--- src/rtl/conv11_input_buf.sv ---
// rtl/conv11_input_buf.sv - serial activation stream to IN_CH-wide vector buffer for the 1x1-conv controller
// Optional feature macro: CONV11_IN_LAST_EN (adds s_last for short vectors)
module conv11_input_buf #(
    parameter  int DATA_W = 8,
    parameter  int IN_CH  = 16,
    localparam int CNT_W  = $clog2(IN_CH)
) (
    input  logic                    clk,
    input  logic                    rst_n,
    input  logic                    s_valid,
    input  logic [DATA_W-1:0]       s_data,
`ifdef CONV11_IN_LAST_EN
    input  logic                    s_last,
`endif
    output logic                    s_ready,
    input  logic                    input_ready,
    output logic                    input_valid,
    output logic                    inputbuf_load,
    output logic [IN_CH*DATA_W-1:0] buf_data,
    output logic [CNT_W-1:0]        ch_cnt
);

    typedef enum logic {
        S_FILL = 1'b0,
        S_HOLD = 1'b1
    } state_t;

    state_t                  r_state;
    state_t                  w_next_state;
    logic [CNT_W-1:0]        r_ch_cnt;
    logic [IN_CH*DATA_W-1:0] r_buf;
    logic                    r_load;
    logic                    r_run;
    logic                    w_accept;
    logic                    w_last_word;
    logic                    w_done;
    logic                    w_release;

    // r_run keeps s_ready low until the first clock after reset is released
    always_comb begin
        w_next_state = r_state;
        s_ready      = r_run & (r_state == S_FILL);
        w_accept     = s_valid & s_ready;
        w_last_word  = (r_ch_cnt == CNT_W'(IN_CH - 1));
`ifdef CONV11_IN_LAST_EN
        w_last_word  = w_last_word | s_last;
`endif
        w_done       = w_accept & w_last_word;
        w_release    = (r_state == S_HOLD) & input_ready;
        case (r_state)
            S_FILL:  if (w_done)    w_next_state = S_HOLD;
            S_HOLD:  if (w_release) w_next_state = S_FILL;
            default: w_next_state = S_FILL;
        endcase
    end

    always_ff @(posedge clk or negedge rst_n) begin
        if (!rst_n) begin
            r_state  <= S_FILL;
            r_ch_cnt <= '0;
            r_buf    <= '0;
            r_load   <= 1'b0;
            r_run    <= 1'b0;
        end else begin
            r_run   <= 1'b1;
            r_state <= w_next_state;
            r_load  <= w_done;
            if (w_accept) begin
                for (int k = 0; k < IN_CH; k++) begin
                    if (r_ch_cnt == CNT_W'(k)) begin
                        r_buf[k*DATA_W +: DATA_W] <= s_data;
                    end
                end
                r_ch_cnt <= w_done ? '0 : r_ch_cnt + 1'b1;
            end
            // Release clears the whole vector so short vectors read zero in unused lanes
            if (w_release) begin
                r_buf <= '0;
            end
        end
    end

    assign input_valid   = (r_state == S_HOLD) | (r_ch_cnt != '0);
    assign inputbuf_load = r_load;
    assign buf_data      = r_buf;
    assign ch_cnt        = r_ch_cnt;

endmodule
--- config.mk ---
export PLATFORM = sky130hd
export DESIGN_NAME = conv11_input_buf
export DESIGN_NICKNAME = d
export VERILOG_FILES = /design/src/rtl/conv11_input_buf.sv
export SDC_FILE = /design/constraint.sdc
export NUM_CORES = 1
export LEC_CHECK = 0
export CORE_ASPECT_RATIO = 0.7
export CORE_MARGIN = 2
export CORE_UTILIZATION = 53
export DETAILED_ROUTE_END_ITERATION = 10
export PLACE_DENSITY = 0.85
export REMOVE_ABC_BUFFERS = 1
export SYNTH_ARGS = -nofsm -noshare
export SYNTH_HDL_FRONTEND = slang
export SYNTH_SLANG_ARGS = --single-unit
--- constraint.sdc ---
create_clock -name clk -period 2.8 [get_ports clk]
set_input_delay 0.56 -clock clk [delete_from_list [all_inputs] [get_ports clk]]
set_output_delay 0.56 -clock clk [all_outputs]
set_load 0.02 [all_outputs]
==> out/metrics.cfg, run 1 <==
[drt]
wl_met3_microns=1990
first_pass_iters=5
drc=0
num_vias=5274
drt_iter0_drc=611
wl_microns=17400
routedWlPerCell_microns=19.1
top_layer=met4
final_antenna_net_count=0
via_per_inst=5.80
dr_wl_met2_microns=7870
m1WireLength_microns=7220

[floorplan]
die_h_microns=92
start_util_pct=53.8
core-area_sq_um=10900
die_x_microns=130
num_rows=32
die-area_sq_um=11900
io_pins=147

[layout]
regArea_sq_um=3380
nets=759
drive_gt1_share_pct=8.47
multi_input_area_sq_um=2140
fin_cells=909
n_antenna_cell=0
syn_to_final_growth_pct=35.6
fillers=754

[global_routing]
grtUsageTotal_pct=30.0
gr-total-overflow=0
grt_max_degree=77
first_global_vias=5129
grt_pass1_wl_microns=27100
antenna_found_initial=0

[cts]
clockBufferDepth=2
numClockSinks=135
cts.repair.resized=0
clkTransAtPathRegs_ns=0.06
htreeDepth=4
cts-root-buf=clkbuf_16
numCtsBuffers=17
clock_latency_ns=0.42
tritoncts=built
holdBufCountCts=0
postCtsSetupBuffers=0

[synthesis]
yosys.area.top_type=dfrtp_1
ys_ff_latch=135
synth_area_leaders=dfrtp_1 (58%), nand3_1 (9.2%), nand2_1 (8.6%)
yosys_warnings=0
synth_common_cells=dfrtp_1 (135), nand2_1 (135), nand3_1 (108)
syn_area_sq_um=5860
yosysSeqAreaShare_pct=57.6
synth.top_cell.area_share_pct=57.6
ys_types=32
netlist_instances=618
synth_edf_count=0
syn_avg_cell_area_sq_um=9.49
synth_ff_type=dfrtp_1
synthArstFlopShare_pct=100

[power]
leakage_nw=3.39
pwr-share-clk_pct=22.0
p_int_w=0.00571
sw_frac_of_total_pct=39.1
cellPowerDensity_nw_per_um2=1180
p_sw_w=0.00366
p_seq_share_pct=35.5
p_comb_share_pct=42.5
vdd_ir_drop_max_mv=0.676

[placement]
place_inst=877
post-dp-hpwl_microns=11100
place_congestion=0.827
numPortBuffers=146

[worst_setup_path]
cp-end-kind=output port
arrival_ns=1.95
path_class=flip-flop to output port
crit_path_start_kind=flip-flop
crit_fanout=7
required_ns=2.24
r2r_slack_ns=0.66

[outcome]
status=complete, no violations

[timing]
timing.final.crit_period_ns=2.51
period_share_pct=89.7
worstMarginPinSlew_ns=0.858
max_freq_mhz=398
hold_slack_ns=0.169
fin_tns_setup_ns=0
slew_viol_final=0
relSlewSlack_pct=42.6
final-setup-viol-count=0
rsz0062_at_grt=false
hold_viol_final=0
skew_ns=0.00676

[job]
cap_violations=0

[worst_hold_path]
hold_class=input port to asynchronous set/reset pin

==> layout by cell type (no fill, tap or decap), drive strengths merged, types with 2 or more instances in the layout <==
master / count
and2: 19
and4bb: 2
buf: 27
clkbuf: 19
clkdlybuf4s50: 145
clkinv: 5
clkinvlp: 6
dfrtp: 135
ha: 4
inv: 5
mux2i: 21
nand2: 135
nand3: 108
nand4: 2
nor2: 2
o21ai: 108
==> worst max-delay path, stage by stage, from the launching register on <==
cell             delay (ns)
dfrtp_1                0.48
inv_1                  0.11
ha_1                   0.25
nand3_1                0.09
clkdlybuf4s50_1        0.60
==> registers in the layout (all words and copies together), names as in the netlist <==
register,cells
buf_data,128
inputbuf_load,1
r_state,1
r_run,1
ch_cnt,4
==> metal layers <==
metal	global-route usage (%)	up-vias
li1	-	2329
met1	43.0	2557
met2	44.1	358
met3	8.52	30
met4	10.5	0
met5	0	-
==> final timing paths <==
check,end,cells past startpoint,startpoint
min in group clk,buf_data[78]$_DFFE_PN0P_,2,buf_data[78]$_DFFE_PN0P_
max in group asynchronous,ch_cnt[3]$_DFFE_PN0P_,2,rst_n
setup reg to reg,buf_data[36]$_DFFE_PN0P_,5,ch_cnt[0]$_DFFE_PN0P_
hold / removal,buf_data[127]$_DFFE_PN0P_,1,rst_n
setup / recovery,input_valid,4,ch_cnt[0]$_DFFE_PN0P_
hold reg to reg,buf_data[78]$_DFFE_PN0P_,2,buf_data[78]$_DFFE_PN0P_
==> power by group through the flow <==
| stage | Clock, W | Combinational [W] | Sequential [W] |
|---|---|---|---|
| after floorplan | 0 | 0.000849 | 0.00419 |
| after global placement | 0 | 0.00383 | 0.00330 |
| after detailed placement | 0 | 0.00395 | 0.00331 |
| after CTS | 0.00208 | 0.00398 | 0.00331 |
| after global routing | 0.00218 | 0.00423 | 0.00340 |
| final | 0.00206 | 0.00398 | 0.00333 |
==> layout make-up <==
class / instances / share of cell area, %
timing repair buffer: 172 / 21.2
inverter: 3 / 0.142
tap: 153 / 2.41
clock inverter: 13 / 1.24
sequential: 135 / 42.5
clock buffer: 19 / 5.70
multi-input combinational: 414 / 26.9
==> through the flow <==
stage                     area, sq um  power (W)  worst slack [ns]  utilization, %
after detailed placement         7400    0.00725             0.316            68.0
after global placement           7400    0.00713             0.456            68.0
after floorplan                  5520    0.00504            -0.611               -
final                            7950    0.00936             0.288            73.0
after CTS                        7950    0.00936             0.303            73.0
after global routing             7950    0.00981             0.219            73.0
==> cell families after synthesis <==
family                   Yosys count  share of synthesized area, %
XOR/XNOR                           1                         0.149
AO/OA/AOI/OAI                    112                          9.67
AND/OR/NAND/NOR                  274                          21.8
adder cells (fa/ha/maj)            4                         0.854
flip-flops                       135                          57.6
buffers and inverters             69                          6.06
other                              1                        0.0640
multiplexers                      22                          3.78
(Power assumes the default switching activity.)
==> inputs of run 2 (changes only) <==
CORE_ASPECT_RATIO = 0.75   (was 0.7)
SKIP_LAST_GASP = 1   (was unset)
==> out/metrics.cfg, run 2 (synthesis results as in run 1) <==
[layout]
layout_common_cells=clkdlybuf4s50_1 (145), dfrtp_1 (135), nand2_1 (134)
fin_cells=893  ; -1.8%
largest_reg_flops=128  ; unchanged
drive_gt1_share_pct=7.84  ; -0.63 points
fillers=763  ; +1.2%
layout_commonest_cell=clkdlybuf4s50_1
nets=757  ; -0.26%
utilization_pct=73.0  ; about the same
syn_to_final_growth_pct=35.3
n_antenna_cell=0  ; unchanged

[global_routing]
first_global_vias=5148  ; +0.37%
antenna_found_initial=0  ; unchanged
grtUsageTotal_pct=29.8  ; -0.24 points
grt_max_degree=69  ; -10%
grt_pass1_wl_microns=27400  ; +0.87%
gr-total-overflow=0  ; unchanged

[timing]
max_freq_mhz=414  ; +3.9%
relSlewSlack_pct=31.9  ; -11 points
rsz0062_at_grt=false
timing.final.crit_period_ns=2.42  ; -0.0936 ns
worstMarginPinSlew_ns=1.02  ; +0.161 ns
slew_viol_final=0  ; unchanged
hold_viol_final=0  ; unchanged
skew_ns=0.00790  ; +0.00114 ns
hold_slack_ns=0.148  ; -0.0214 ns
final-setup-viol-count=0  ; unchanged
period_share_pct=86.4  ; -3.3 points

[drt]
top_layer=met4
drt_iter0_drc=479  ; -22%
via_per_inst=5.84  ; +0.65%
final_antenna_net_count=0  ; unchanged
wl_microns=17200  ; -0.98%
m1WireLength_microns=6630  ; -8.3%
drc=0  ; unchanged
first_pass_iters=5  ; unchanged
num_vias=5215  ; -1.1%
wl_met3_microns=2030  ; +2.3%
dr_wl_met2_microns=8070  ; +2.6%
routedWlPerCell_microns=19.3  ; +0.80%

[cts]
tritoncts=built
cts-root-buf=clkbuf_16
numCtsBuffers=17  ; unchanged
clock_latency_ns=0.41  ; about the same
holdBufCountCts=0  ; unchanged
htreeDepth=4  ; unchanged
clkTransAtPathRegs_ns=0.06  ; about the same
numClockSinks=135  ; unchanged
cts.repair.resized=0  ; unchanged
postCtsSetupBuffers=0  ; unchanged
clockBufferDepth=2  ; unchanged

[placement]
numPortBuffers=146  ; unchanged
place_inst=862  ; -1.7%
place_congestion=0.845  ; +2.2%
post-dp-hpwl_microns=11300  ; +1.6%

[job]
cap_violations=0  ; unchanged

[worst_setup_path]
r2r_slack_ns=0.72  ; +0.06 ns
ff2ff_path_depth=4  ; -1
crit_path_start_kind=flip-flop
cp-end-kind=output port
worst_r2r_endpoint=buf_data[21]$_DFFE_PN0P_
path_class=flip-flop to output port
required_ns=2.24  ; about the same
arrival_ns=1.86  ; -0.09 ns
r2r-start=r_state$_DFF_PN0_
crit_start=ch_cnt[0]$_DFFE_PN0P_
crit_fanout=7  ; unchanged

[power]
cellPowerDensity_nw_per_um2=1190  ; +1.1%
leakage_nw=3.41  ; +0.46%
vdd_ir_drop_max_mv=0.691  ; +2.2%

[worst_hold_path]
hold_class=input port to asynchronous set/reset pin

[floorplan]
io_pins=147  ; unchanged
num_rows=33  ; +3.1%
die_h_microns=95.1  ; +3.4%
die_x_microns=125  ; -3.3%
start_util_pct=54.0  ; +0.16 points
die-area_sq_um=11900  ; about the same
core-area_sq_um=10900  ; -0.29%

[outcome]
status=complete, no violations

==> run 2: per-stage QoR <==
step / power [W] / worst slack (ns) / instance area (sq um) / setup TNS [ns]
finish: 0.00944 / 0.382 / 7930 / 0
global route: 0.00991 / 0.275 / 7930 / 0
CTS: 0.00946 / 0.374 / 7930 / 0
detailed placement: 0.00727 / 0.478 / 7360 / 0
global placement: 0.00712 / 0.557 / 7360 / 0
floorplan: 0.00504 / -0.611 / 5520 / -29.22
==> run 2: final cells by class <==
| type | count | area (sq um) | share of cell area [%] |
|---|---|---|---|
| well taps | 140 | 175 | 2.21 |
| clock buffers | 20 | 447 | 5.63 |
| clock inverters | 11 | 128 | 1.61 |
| multi-input cells | 414 | 2140 | 26.9 |
| flip-flops and latches | 135 | 3380 | 42.6 |
| repair buffers | 170 | 1660 | 20.9 |
| inverters | 3 | 11.3 | 0.142 |
==> run 2: worst max-delay path by stage <==
| stage | end | slack, ns | cells past startpoint |
|---|---|---|---|
| 2_1_floorplan | buf_data[28]$_DFFE_PN0P_ | -0.61 | 3 |
| 3_3_place_gp | buf_data[34]$_DFFE_PN0P_ | 0.56 | 4 |
| 3_5_place_dp | buf_data[44]$_DFFE_PN0P_ | 0.48 | 4 |
| 4_1_cts | input_valid | 0.37 | 4 |
| 5_1_grt | input_valid | 0.28 | 4 |
| 6_report | input_valid | 0.38 | 4 |
==> run 2: where the power goes <==
part	internal, W	switching (W)	leakage, nW	total, W
sequential	0.00275	0.000605	1.78	0.00335
combinational	0.00177	0.00216	1.34	0.00393
clock	0.00133	0.000827	0.284	0.00216
total	0.00585	0.00359	3.41	0.00944
==> run 2: metal layers <==
layer	GRT usage (%)	vias to the layer above
met4	11.4	0
met2	47.3	308
met3	8.87	52
met1	39.4	2543
li1	-	2312
met5	0	-
==> run 2: critical path, cell delays in order, from the launching register on <==
cell and delay, ns:
dfrtp_1 0.45, inv_1 0.10, ha_1 0.22, nand3_1 0.09
clkdlybuf4s50_1 0.60
